$ cat src/rtl/edge_loader.sv
// edge_loader: stream-to-memory loader that sits in front of the CGRA routing FSM.
// It collects one batch of packed routing edges from a valid/ready stream into an
// edge buffer. It then pulses start to the router and serves the router's edge
// reads from that buffer. The buffer stays frozen until router_done releases it.
//
// Ports
//   clk          rising-edge clock
//   reset        asynchronous, active-low reset (0 = in reset)
//   in_valid     upstream beat valid
//   in_ready     loader can accept a beat (registered, depends on state only)
//   in_edge      edge word: [7:4] source PE, [3:0] destination PE
//   in_last      final beat of the batch
//   start        one-cycle pulse once the batch is committed
//   router_done  router finished with the batch (honoured only while holding)
//   rd_addr      router read index
//   rd_data      edge at rd_addr, or 0 when rd_addr >= edge_count (combinational)
//   edge_count   number of stored edges, saturating at DEPTH
//   overflow     sticky flag: the current batch exceeded DEPTH
//
// Build option
//   EDGE_LOADER_SELF_LOOP_DROP_EN: when defined, self-loop edges (source == destination)
//   are handshaken but not stored and do not count toward overflow.
module edge_loader #(
  parameter int unsigned DEPTH  = 11,
  parameter int unsigned EDGE_W = 8,
  parameter int unsigned ADDR_W = 4
) (
  input  logic              clk,
  input  logic              reset,
  input  logic              in_valid,
  output logic              in_ready,
  input  logic [EDGE_W-1:0] in_edge,
  input  logic              in_last,
  output logic              start,
  input  logic              router_done,
  input  logic [ADDR_W-1:0] rd_addr,
  output logic [EDGE_W-1:0] rd_data,
  output logic [ADDR_W-1:0] edge_count,
  output logic              overflow
);

  localparam logic [ADDR_W-1:0] LAST_IDX = ADDR_W'(DEPTH - 1);

  typedef enum logic [1:0] {
    S_LOAD,
    S_DRAIN,
    S_START,
    S_HOLD
  } state_t;

  state_t            state;
  state_t            state_nxt;
  logic [EDGE_W-1:0] mem [DEPTH];

  logic accept_c;     // beat handshake this cycle
  logic store_c;      // beat is eligible for storage
  logic load_beat_c;  // accepted beat while filling the buffer
  logic fill_c;       // accepted beat occupies the last buffer slot

  assign accept_c    = in_valid & in_ready;
  assign load_beat_c = accept_c & (state == S_LOAD);
  assign fill_c      = load_beat_c & store_c & (edge_count == LAST_IDX);

`ifdef EDGE_LOADER_SELF_LOOP_DROP_EN
  localparam int unsigned HALF_W = EDGE_W / 2;
  // Self-loop edges carry no routing work; drop them silently.
  assign store_c = (in_edge[EDGE_W-1:HALF_W] != in_edge[HALF_W-1:0]);
`else
  assign store_c = 1'b1;
`endif

  // Next-state logic
  always_comb begin
    state_nxt = state;
    case (state)
      S_LOAD: begin
        if (accept_c) begin
          if (in_last) begin
            state_nxt = S_START;
          end else if (fill_c) begin
            state_nxt = S_DRAIN;
          end
        end
      end
      S_DRAIN: begin
        if (accept_c && in_last) begin
          state_nxt = S_START;
        end
      end
      S_START: begin
        state_nxt = S_HOLD;
      end
      S_HOLD: begin
        if (router_done) begin
          state_nxt = S_LOAD;
        end
      end
      default: begin
        state_nxt = S_LOAD;
      end
    endcase
  end

  // State, handshake and status registers; outputs follow the next state
  always_ff @(posedge clk or negedge reset) begin
    if (!reset) begin
      state      <= S_LOAD;
      in_ready   <= 1'b0;
      start      <= 1'b0;
      edge_count <= '0;
      overflow   <= 1'b0;
    end else begin
      state    <= state_nxt;
      in_ready <= (state_nxt == S_LOAD) || (state_nxt == S_DRAIN);
      start    <= (state_nxt == S_START);

      // Overflow can only be set on the way out of S_LOAD, so any accepted beat
      // while loading is necessarily in the batch that must clear a stale flag.
      if (load_beat_c) begin
        overflow <= fill_c & ~in_last;
        if (store_c) begin
          edge_count <= edge_count + ADDR_W'(1);
        end
      end

      if ((state == S_HOLD) && router_done) begin
        edge_count <= '0;
      end
    end
  end

  // Edge buffer: not reset; stale words are masked by edge_count on reads
  always_ff @(posedge clk) begin
    if (load_beat_c && store_c) begin
      mem[edge_count] <= in_edge;
    end
  end

  // Zero past the stored range doubles as the router's end-of-list terminator
  assign rd_data = (rd_addr < edge_count) ? mem[rd_addr] : '0;

endmodule

$ cat config.mk
export PLATFORM = sky130hd
export DESIGN_NAME = edge_loader
export DESIGN_NICKNAME = d
export VERILOG_FILES = /design/src/rtl/edge_loader.sv
export SDC_FILE = /design/constraint.sdc
export NUM_CORES = 1
export LEC_CHECK = 0
export ABC_AREA = 1
export BUFFER_PORTS_ARGS = -buffer_cell sky130_fd_sc_hd__buf_2
export CORE_ASPECT_RATIO = 1.75
export CORE_MARGIN = 2
export CORE_UTILIZATION = 53
export DETAILED_ROUTE_END_ITERATION = 7
export GPL_TIMING_DRIVEN = 0
export HOLD_SLACK_MARGIN = 0.06
export PLACE_DENSITY = 0.82
export SLEW_MARGIN = 20
export SYNTH_ARGS = -nofsm -noshare
export SYNTH_HDL_FRONTEND = slang
export SYNTH_SLANG_ARGS = --single-unit
$ cat constraint.sdc
create_clock -name clk -period 1.91 [get_ports clk]
set_input_delay 0.2865 -clock clk [delete_from_list [all_inputs] [get_ports clk]]
set_output_delay 0.2865 -clock clk [all_outputs]
set_load 0.01 [all_outputs]
==> Word level (Yosys, flattened, before mapping) <==
Memories as Yosys holds them, arrays and structs flattened.
Index checks and enable logic that the tools add are counted.
{ "word_totals": {"ff_bits": 9, "ram_bits": 88, "in_bits": 17, "out_inout_bits": 15, "wordCells": 36, "mem_count": 1} }
{ "classes": {"add_sub_neg": 1, "magnitude_cmp": 1, "n_eq_ne": 6, "muxes": 11, "bitwise_logic": 5, "reduce_logical": 6} }
{ "memory_table": {"columns": ["memory", "depth", "width", "rd", "rd_clocked_by_memory_dff", "wr", "line", "rtl"], "rows": [
  ["mem", 11, 8, 1, 0, 1, "53", "logic [EDGE_W-1:0] mem [DEPTH];"]
]} }
{ "ops": {"columns": ["operator", "n"], "rows": [
  ["2-to-1 mux 2 bit", 5],
  ["2-to-1 mux 4 bit", 2],
  ["2-to-1 mux 8 bit", 1],
  ["one-hot mux 2 bit (4 select lines)", 1],
  ["== test 2 bit (second input constant)", 3],
  ["adder 4 x 1 -> 4 bit (second input constant)", 1],
  ["bitwise AND 1 bit", 4],
  ["== test 2 x 1 -> 1 bit (second input constant)", 2],
  ["== test 4 bit (second input constant)", 1],
  ["zero test 2 bit", 2],
  ["less-than comparator 4 bit", 1],
  ["logical AND 1 bit", 2],
  ["2-to-1 mux 1 bit", 2],
  ["nonzero test 2 bit", 1],
  ["logical OR 1 bit", 1],
  ["NOT 1 bit", 1]
]} }

==> Longest topological paths before layout <==
Gate-level depths: netlist of run 1.
{ "depth": {"ltp_word": 9, "mapped_depth": 9, "mapped_depth_nobuf": 9} }

==> Worst setup path before layout of run 1 <==
OpenSTA, ideal clock, no wires.
{ "synth_path": {"path_kind": "register -> register", "start": "reg edge_count[0]", "end": "mem mem[10][0], enable pin", "setup_ns": 0.386, "arrival_ns": 1.464, "t_required_ns": 1.524, "slack_ns": 0.061, "stages_incl_launch_ff": 5, "n_path_buf": 0, "period_less_slack_ns": 1.849, "cell_sequence": "dfrtp_1 -> inv_1 -> ha_1 -> inv_1 -> nor3_1"} }
{ "synth_lines": {"columns": ["item", "line", "rtl"], "rows": [
  ["from (decl)", "38", "output logic [ADDR_W-1:0] edge_count,"],
  ["from (signal assigned)", "122", "edge_count <= edge_count + ADDR_W'(1);"],
  ["to (decl)", "53", null]
]} }
Straight into the memory's write port.

==> Worst setup path in the final report of run 1 <==
{ "layout_path": {"start": "reg edge_count[1]", "end": "out rd_data[5]"} }
{ "layout_via": {"elab_chain_len": 2} }
{ "layout_rtl": {"columns": ["item", "line", "rtl"], "rows": [
  ["less-than comparator 4 bit", "140", "assign rd_data = (rd_addr < edge_count) ? mem[rd_addr] : '0;"],
  ["2-to-1 mux 8 bit", "140", null],
  ["to (decl)", "37", "output logic [EDGE_W-1:0] rd_data,"]
]} }
No other way between the ends.

==> impl_results.md, run 1 <==
- Outcome: finished with violations
- Failing checks: setup timing
- Die height: 121 microns
- Synth top area share: 63.7%
- Final setup viols: 8
- DIE AREA: 8580 sq um
- RSZ-0062 raised after global routing: yes
- Seq/Total Area, Yosys: 69.1%
- Initial Utilization: 54.9%
- Vias in the first global route: 3022
- Worst min-delay path category: primary input to register
- Initial antenna violation count: 0
- Critical path peak fanout: 8
- CTS Buffer Depth: 2
- CTS tree: yes
- Synthesized area: 4150 sq um
- DRT iter0 DRCs: 230
- Synth Instances: 365
- Register area: 2870 sq um
- Post-synth cell types: 19
- HPWL Detailed: 6.58 mm
- DRT Wirelength: 10.7 mm
- Port Buf Inserts: 30
- Worst setup EP type: primary output
- Final net count: 437
- Worst-margin pin slew: 518 ps
- Synth-to-layout area growth: 19.1%
- Reg2reg start: edge_count[3]$_DFFE_PN0P_
- Core ar.: 7570 sq um
- Final GP Congestion: 0.854
- Synth area leaders: edfxtp_1 64%, nand2_1 8.1%, nand3_1 7.4%
- Worst-path clk slew: 60 ps
- Type of element launching the critical path: register
- FF-to-FF path depth: 5
- GRT Overall Usage: 24.7%
- Final-report hold violation count: 0
- Clock latency on the worst-skew pair: 340 ps
- Leakage: 2.02 nW
- Hold Path Sink: start$_DFF_PN0_
- WL/cell: 21.2 microns
- R2R Setup Slk: 60 ps
- Synth warn: 0
- Worst Hold Path Cells: 3
- Crit Path Category: register to primary output
- CP Data Required Time: 1620 ps
- Diode count: 0
- Largest net degree at the start of global routing: 16
- Ratio of cells with drive above 1 in the final layout: 22.7%
- Avg Vias per Cell: 5.99
- Yosys reg bits: 97
- Die X: 70.9 microns
- Total grt overflow: 0
- DRC: 0
- Final max-slew violation count: 0
- Final period utilization: 107%
- Final worst setup slack: -140 ps
- Top Ports: 32
- Worst IR drop on VDD: 0.884 mV
- Filler cells: 529
- Pre-antenna DRT Iters: 6
- Routed via count: 3031
- Relative slew slack: 65.5%
- Fmax: 488 MHz
- Total power: 0.00495 W
- Synth area leader: edfxtp_1
- HP Start: in_last
- RR Endpoint: mem[7][7]$_DFFE_PP_
- Row cnt: 42
- Power per cell area: 1000 nW/um^2
- Arrival @ worst endpoint: 1760 ps
- H-Tree Depth: 3
- Sink Count: 97
- Worst Setup Slack post-DPL: -376 ps
- Syn_nets: 389
- Root Driver: clkbuf_16
- Antenna Nets Post-Route: 0
- Cts bufs inserted: 9
- Crit path time final: 2050 ps
- Synthesized area per cell: 11.4 sq um
- First-pass GRT wire length: 15.3 mm
- Area of the multi-input gates: 1220 sq um
- Skew final: 6.60 ps
- Max-Cap Viols: 0
==> metal layers <==
metal | part of all wire [%] | GRT usage [%]
met5 | 0 | 0
met4 | 7.2 | 17.2
met3 | 7.1 | 4.90
met2 | 53 | 43.8
met1 | 32 | 25.5
==> cells in the final DEF (no fill, tap or decap), drive strengths merged <==
| cell | n |
|---|---|
| dlygate4sd3 | 1 |
| ha | 7 |
| nor3 | 9 |
| nand2 | 90 |
| xor2 | 1 |
| bufinv | 1 |
| dfrtp | 9 |
| o211ai | 1 |
| o21ai | 13 |
| clkinv | 3 |
| edfxtp | 88 |
| buf | 52 |
| a21oi | 11 |
| clkbuf | 12 |
| o21a | 7 |
| inv | 33 |
| nor2 | 19 |
| nand3 | 61 |
==> cells in the mapped netlist, drive strengths merged <==
library cell,count
nand2,90
edfxtp,88
nand3,61
inv,33
nor2,19
buf,16
o21ai,13
a21oi,11
dfrtp,9
nor3,9
ha,7
o21a,7
o211ai,1
xor2,1
==> flip-flops by register name, indices dropped and copies added (netlist names) <==
register,cells
mem,88
start,1
overflow,1
in_ready,1
state,2
edge_count,4
==> through the flow <==
step | hold slack (ps) | cells | utilization, % | cell area [sq um] | TNS [ps]
floorplan | -9.09 | 365 | - | 4150 | 0
global placement | 146 | 483 | 58.3 | 4410 | -19410
detailed placement | 155 | 483 | 58.8 | 4450 | -5410
CTS | 217 | 506 | 64.3 | 4860 | -495
global route | 276 | 506 | 65.4 | 4950 | -1700
finish | 226 | 506 | 65.4 | 4950 | -880
==> what timing repair did <==
item                                    in CTS  in global routing
gates resized for setup                     16                 17
hold buffers                                 1                  0
endpoints found under the hold margin        9                  0
endpoints found under the setup margin      32                 90
buffers inserted                             6                  0
pin swaps                                    4                  4
==> how the worst max path moves through the flow <==
stage	end	start	slack, ps	depth (start not counted)
after floorplan	mem[10][0]$_DFFE_PP_	edge_count[0]$_DFFE_PN0P_	60	4
after global placement	mem[4][2]$_DFFE_PP_	state[1]$_DFF_PN0_	-340	4
after detailed placement	mem[6][2]$_DFFE_PP_	state[1]$_DFF_PN0_	-380	4
after CTS	rd_data[1]	edge_count[1]$_DFFE_PN0P_	-90	10
after global routing	rd_data[5]	edge_count[1]$_DFFE_PN0P_	-190	10
final	rd_data[5]	edge_count[1]$_DFFE_PN0P_	-140	10
==> report_power, final <==
part	internal (W)	total, W	switching (W)
registers	0.00240	0.00246	0.0000602
logic	0.000220	0.000720	0.000501
clock network	0.00104	0.00177	0.000727
total	0.00366	0.00495	0.00129
==> worst max-delay path, stage by stage (launching register included) <==
cell and delay [ps]:
dfrtp_1 390, inv_2 70, ha_4 270, o21ai_2 40, nand2_1 90, nand3_2 100, nand2_4 160, nor2_1 70
nand2_1 70, inv_1 40, buf_2 130
==> logic make-up (layout without fill, tap and decap cells) <==
logic type / count (synthesis) / count (layout) / share of synthesized area (%)
flops: 97 / 97 / 69.1
compound gates: 32 / 32 / 4.34
simple gates: 179 / 179 / 18.3
fa+ha+maj: 7 / 7 / 2.11
buf+inv: 49 / 102 / 5.97
xor+xnor: 1 / 1 / 0.211
==> final cells by class <==
class / instances / share of cell area (%)
Clock buffer: 12 / 4.98
Inverter: 33 / 2.56
Sequential cell: 97 / 58.0
Timing Repair Buffer: 37 / 4.28
Tap cell: 88 / 2.23
Clock inverter: 4 / 0.911
Multi-Input combinational cell: 219 / 24.6
Buffer: 16 / 2.45
Note: power is estimated with default switching activity, not from simulation.
==> run 2, diff against run 1 <==
- PLACE_DENSITY: 0.82 -> default
- PLACE_DENSITY_LB_ADDON: default -> 0.3
==> run 2 against run 1 <==
Effect of this change:
- the flow still finishes with violations (setup timing)
- utilization up 0.36 points
- sequential share of layout area down 0.32 points
- cell count unchanged
- worst hold slack worse by 7.0 ps
- sequential power about the same
- non-clock buffer count unchanged
- register-to-register slack better by 60 ps
- critical endpoint is now rd_data[4]
- highest routed layer unchanged
==> impl_results.md, run 2 (synthesis results as in run 1) <==
- WP depth: 10
- Routed via count: 2871
- DRT Wirelength: 9.77 mm
- Relative slew slack: 64.2%
- Max-Cap Viols: 0
- Ratio of cells with drive above 1 in the final layout: 22.5%
- Row cnt: 42
- Cell count after placement: 483
- Die height: 121 microns
- WL/cell: 19.3 microns
- Crit Path Category: register to primary output
- HPWL Detailed: 6.37 mm
- Largest net degree at the start of global routing: 17
- Cts bufs inserted: 9
- First-pass GRT wire length: 14.9 mm
- Top reg by flops: mem
- Area of the multi-input gates: 1200 sq um
- Internal Power: 0.00390 W
- Core ar.: 7570 sq um
- RSZ-0062 raised after global routing: yes
- Final-report hold violation count: 0
- Top Ports: 32
- Share of total power in sequential cells: 47.4%
- Worst-path clk slew: 60 ps
- Biggest regs: mem: 88 flops, edge_count: 4 flops, state: 2 flops
- H-Tree Depth: 3
- CTS Buffer Depth: 2
- Critical path peak fanout: 8
- Max reg flops: 88
- Clock latency on the worst-skew pair: 340 ps
- Critical path's top delay family: simple AND/OR/NAND/NOR gates
- Root Driver: clkbuf_16
- Sw frac: 24.5%
- Final GP Congestion: 0.907
- Worst IR drop on VDD: 1.20 mV
- DRT iter0 DRCs: 206
- Type of element launching the critical path: register
- Total grt overflow: 0
- Power per cell area: 1040 nW/um^2
- Avg Vias per Cell: 5.67
- Worst setup EP type: primary output
- R2R Setup Slk: 120 ps
- Logic pwr share: 13.4%
- Worst Setup Slack post-DPL: -259 ps
- Switching pwr: 0.00127 W
- Final max-slew violation count: 0
- DIE AREA: 8580 sq um
- Final std cells w/o fill: 506
- CTS tree: yes
- Final period utilization: 105%
- Crit path capture: rd_data[4]
- GRT Overall Usage: 24.2%
- Diode count: 0
- Worst path most repeated cell: nand2_1
- Commonest cells after routing, fill and taps aside: 89 x nand2_1, 88 x edfxtp_1, 60 x nand3_1
- Failing checks: setup timing
- Antenna Nets Post-Route: 0
- CP Data Required Time: 1620 ps
- Final worst setup slack: -87.1 ps
- Port Buf Inserts: 30
- Initial Utilization: 54.9%
- Initial antenna violation count: 0
- Highest-delay cell along the critical path: dfrtp_1
- Sink Count: 97
- Synth-to-layout area growth: 19.8%
- Worst path buffer plus inverter count: 3
- RR Endpoint: mem[10][7]$_DFFE_PP_
- Total power: 0.00516 W
- Hold slack: 219 ps
- Filler cells: 571
- Commonest non-fill, non-tap cell in the layout: nand2_1
- Worst min-delay path category: primary input to register
- Fmax: 501 MHz
- Register area: 2870 sq um
- DRC: 0
- Die X: 70.9 microns
- Final setup viols: 8
- Vias in the first global route: 2924
- Crit path from: edge_count[1]$_DFFE_PN0P_
- Pre-antenna DRT Iters: 4
- Outcome: finished with violations
- Arrival @ worst endpoint: 1710 ps
- Skew final: 6.53 ps
- Crit-path cells: inv_2, ha_4, o21ai_2, nand2_1, nand3_2, nand2_4, nor2_2, nand2_1, inv_1, buf_2
- Leakage: 2.04 nW
- Final net count: 437
- Reg2reg start: edge_count[0]$_DFFE_PN0P_
- Clock share of power: 39.2%
- Worst-margin pin slew: 535 ps
- FF-to-FF path depth: 4
- Crit path time final: 2000 ps
- CP max stage delay: 390 ps
run 2: final cells by class:
cell class	count	share of cell area (%)
Timing Repair Buffer	37	4.13
Inverter	33	2.54
Clock inverter	7	2.36
Multi-Input combinational cell	219	24.1
Tap cell	88	2.21
Clock buffer	9	4.53
Buffer	16	2.44
Sequential cell	97	57.7
run 2: power by group through the flow:
stage | clock [W] | sequential [W] | combinational [W]
after floorplan | 0 | 0.00250 | 0.000319
after global placement | 0 | 0.00250 | 0.000522
after detailed placement | 0 | 0.00250 | 0.000555
after CTS | 0.00204 | 0.00245 | 0.000638
after global routing | 0.00211 | 0.00246 | 0.000760
final | 0.00203 | 0.00245 | 0.000690
run 2: how the worst min path moves through the flow:
stage,cells past startpoint,start,slack (ps),to
floorplan,0,reset,-9,edge_count[0]$_DFFE_PN0P_
CTS,4,in_last,210,overflow$_DFFE_PN0P_
detailed placement,1,reset,150,edge_count[3]$_DFFE_PN0P_
global placement,1,reset,150,edge_count[3]$_DFFE_PN0P_
global route,4,in_last,250,overflow$_DFFE_PN0P_
finish,4,in_last,220,overflow$_DFFE_PN0P_
run 2: worst reg2reg max path: cells and delay by family (launching register included):
family / cells / cell delay (ps)
adders and majority gates: 1 / 170
buffers and inverters: 2 / 300
DFF: 1 / 440
and+or+nand+nor: 1 / 520
run 2: stage by stage:
| step | area [sq um] | util, % | TNS, ps |
|---|---|---|---|
| 2_1_floorplan | 4150 | - | 0 |
| 3_3_place_gp | 4410 | 58.3 | -22130 |
| 3_5_place_dp | 4450 | 58.8 | -2210 |
| 4_1_cts | 4920 | 65.1 | -370 |
| 5_1_grt | 4970 | 65.7 | -1000 |
| 6_report | 4970 | 65.7 | -456 |
run 2: routing by layer:
metal  global-route usage (%)  part of all wire, %  wire length [microns]
met5                        0                    0                      0
met4                     16.4                  6.4                    629
met3                     3.99                  4.7                    455
met2                     42.7                   55                   5340
met1                     26.1                   34                   3340
run 2: timing repair:
| action | CTS | global route |
|---|---|---|
| pin swaps | 5 | 1 |
| setup endpoints to repair | 41 | 48 |
| gates resized for setup | 17 | 9 |
| hold buffers | 1 | 0 |
| buffers inserted | 5 | 1 |
| endpoints found under the hold margin | 9 | 0 |
==> run 3, diff against run 2 <==
- REMOVE_ABC_BUFFERS: default -> 1
- clock period: 1.91 -> 1.8 ns (I/O delays scaled with it)
==> run 3 against run 2 <==
Effect of this change:
- clock power is essentially flat
- count of clock-buffer cells in the layout is the same
- design area grew 1.1%
- the run still ends with setup timing left
- utilization grew 0.74 points
- critical path type unchanged
- setup slack lost 160 ps
- cell count shrank 0.99%
- highest routed layer unchanged
- sequential share of layout area shrank 0.67 points
- critical endpoint is now rd_data[3]
==> impl_results.md, run 3 (synthesis results as in run 1) <==
- Outcome: finished with violations
- Failing checks: setup timing
- RSZ-0062 raised after global routing: yes
- Diode count: 0
- HP Start: in_last
- GRT Overall Usage: 22.8%
- Die X: 70.9 microns
- Post-route design area: 5030 sq um
- Reg2reg start: state[1]$_DFF_PN0_
- Hold Path Sink: overflow$_DFFE_PN0P_
- Port Buf Inserts: 31
- Max-Cap Viols: 0
- First-pass GRT wire length: 14.1 mm
- Routed via count: 2827
- Filler cells: 546
- DRC: 0
- Clock latency on the worst-skew pair: 340 ps
- Top reg by flops: mem
- Highest-delay cell along the critical path: dfrtp_1
- Pre-antenna DRT Iters: 6
- Worst IR drop on VDD: 0.861 mV
- Max reg flops: 88
- Final max-slew violation count: 0
- DRT Wirelength: 8.94 mm
- FF-to-FF path depth: 3
- Relative slew slack: 60.6%
- Total power: 0.00535 W
- CTS tree: yes
- Crit Path Category: register to primary output
- Biggest regs: mem: 88 flops, edge_count: 4 flops, state: 2 flops
- H-Tree Depth: 3
- Area of the multi-input gates: 1260 sq um
- Cts bufs inserted: 9
- Initial Utilization: 54.9%
- RR Endpoint: mem[2][3]$_DFFE_PP_
- Core Util, Final: 66.5%
- Fmax: 489 MHz
- CTS Buffer Depth: 2
- Vias in the first global route: 2837
- DRT iter0 DRCs: 207
- DIE AREA: 8580 sq um
- Core ar.: 7570 sq um
- Final-report hold violation count: 0
- Avg Vias per Cell: 5.64
- Largest net degree at the start of global routing: 43
- Commonest cells after routing, fill and taps aside: 88 x edfxtp_1, 87 x nand2_1, 60 x nand3_1
- Sink Count: 97
- Commonest non-fill, non-tap cell in the layout: edfxtp_1
- Die height: 121 microns
- Worst path buffer plus inverter count: 3
- Skew final: 4.44 ps
- Ratio of cells with drive above 1 in the final layout: 23.0%
- Final net count: 432
- Post-DP Area: 4380 sq um
- Worst Setup Slack post-DPL: -586 ps
- Critical path's top delay family: simple AND/OR/NAND/NOR gates
- Final worst setup slack: -244 ps
- Total grt overflow: 0
- Crit-path cells: inv_2, ha_4, o21ai_2, nand2_1, nand3_2, nand2_8, nor2_4, nand2_2, inv_1, buf_2
- Final GP Congestion: 0.805
- R2R Setup Slk: 50 ps
- Critical path peak fanout: 8
- Top Ports: 32
- Worst-margin pin slew: 590 ps
- Root Driver: clkbuf_16
- Worst setup EP type: primary output
- Worst min-delay path category: primary input to register
- Crit path time final: 2040 ps
- Final period utilization: 114%
- WL/cell: 17.8 microns
- Type of element launching the critical path: register
- Initial antenna violation count: 0
- Power per cell area: 1060 nW/um^2
- Crit path from: edge_count[1]$_DFFE_PN0P_
- Final setup viols: 8
- Synth-to-layout area growth: 21.2%
- Arrival @ worst endpoint: 1770 ps
- Worst-path clk slew: 60 ps
- Worst Hold Path Cells: 4
- Leakage: 2.02 nW
- Antenna Nets Post-Route: 0
- CP max stage delay: 400 ps
- CP Data Required Time: 1530 ps
- Row cnt: 42
- HPWL Detailed: 5.32 mm
- Register area: 2870 sq um
-- run 3: tightest hold or removal path: stages --
cell and delay [ps]:
buf_2 90, inv_1 30, nand2_1 70, nand2_1 50
-- run 3: stage by stage --
stage          TNS (ps)  hold WS (ps)  cells
6_report          -1850           210    501
5_1_grt           -2670           207    501
4_1_cts           -1510           196    497
3_5_place_dp     -20970           133    473
3_3_place_gp     -52970           131    468
2_1_floorplan      -412         -25.6    349
-- run 3: worst max-delay path by stage --
stage / end / cells past startpoint / slack [ps]
5_1_grt: rd_data[4] / 10 / -320
3_3_place_gp: mem[0][0]$_DFFE_PP_ / 4 / -750
2_1_floorplan: mem[10][0]$_DFFE_PP_ / 4 / -50
3_5_place_dp: mem[7][0]$_DFFE_PP_ / 5 / -590
6_report: rd_data[3] / 10 / -240
4_1_cts: rd_data[7] / 10 / -220
-- run 3: repair_timing --
item	CTS	global route
pin swaps	9	11
resized for setup	27	16
buffers inserted	7	4
hold buffers	1	0
hold endpoints to repair	9	0
endpoints found under the setup margin	72	78
-- run 3: final cells by class --
class                           instances  area share, %
Clock buffer                            9           4.48
Inverter                               33           2.51
Sequential cell                        97           57.0
Multi-Input combinational cell        219           25.0
Clock inverter                          7           1.97
Tap cell                               88           2.19
Timing Repair Buffer                   48           6.79
-- run 3: where the power goes --
part | internal [W] | total (W) | switching [W]
Combinational | 0.000238 | 0.000737 | 0.000499
Sequential | 0.00254 | 0.00259 | 0.0000484
Clock | 0.00123 | 0.00202 | 0.000796
Total | 0.00401 | 0.00535 | 0.00134
-- run 3: layer usage --
layer | GRT usage [%] | routed length [microns]
met1 | 25.3 | 3210
met2 | 38.4 | 4700
met3 | 4.40 | 510
met4 | 16.4 | 526
met5 | 0 | 0
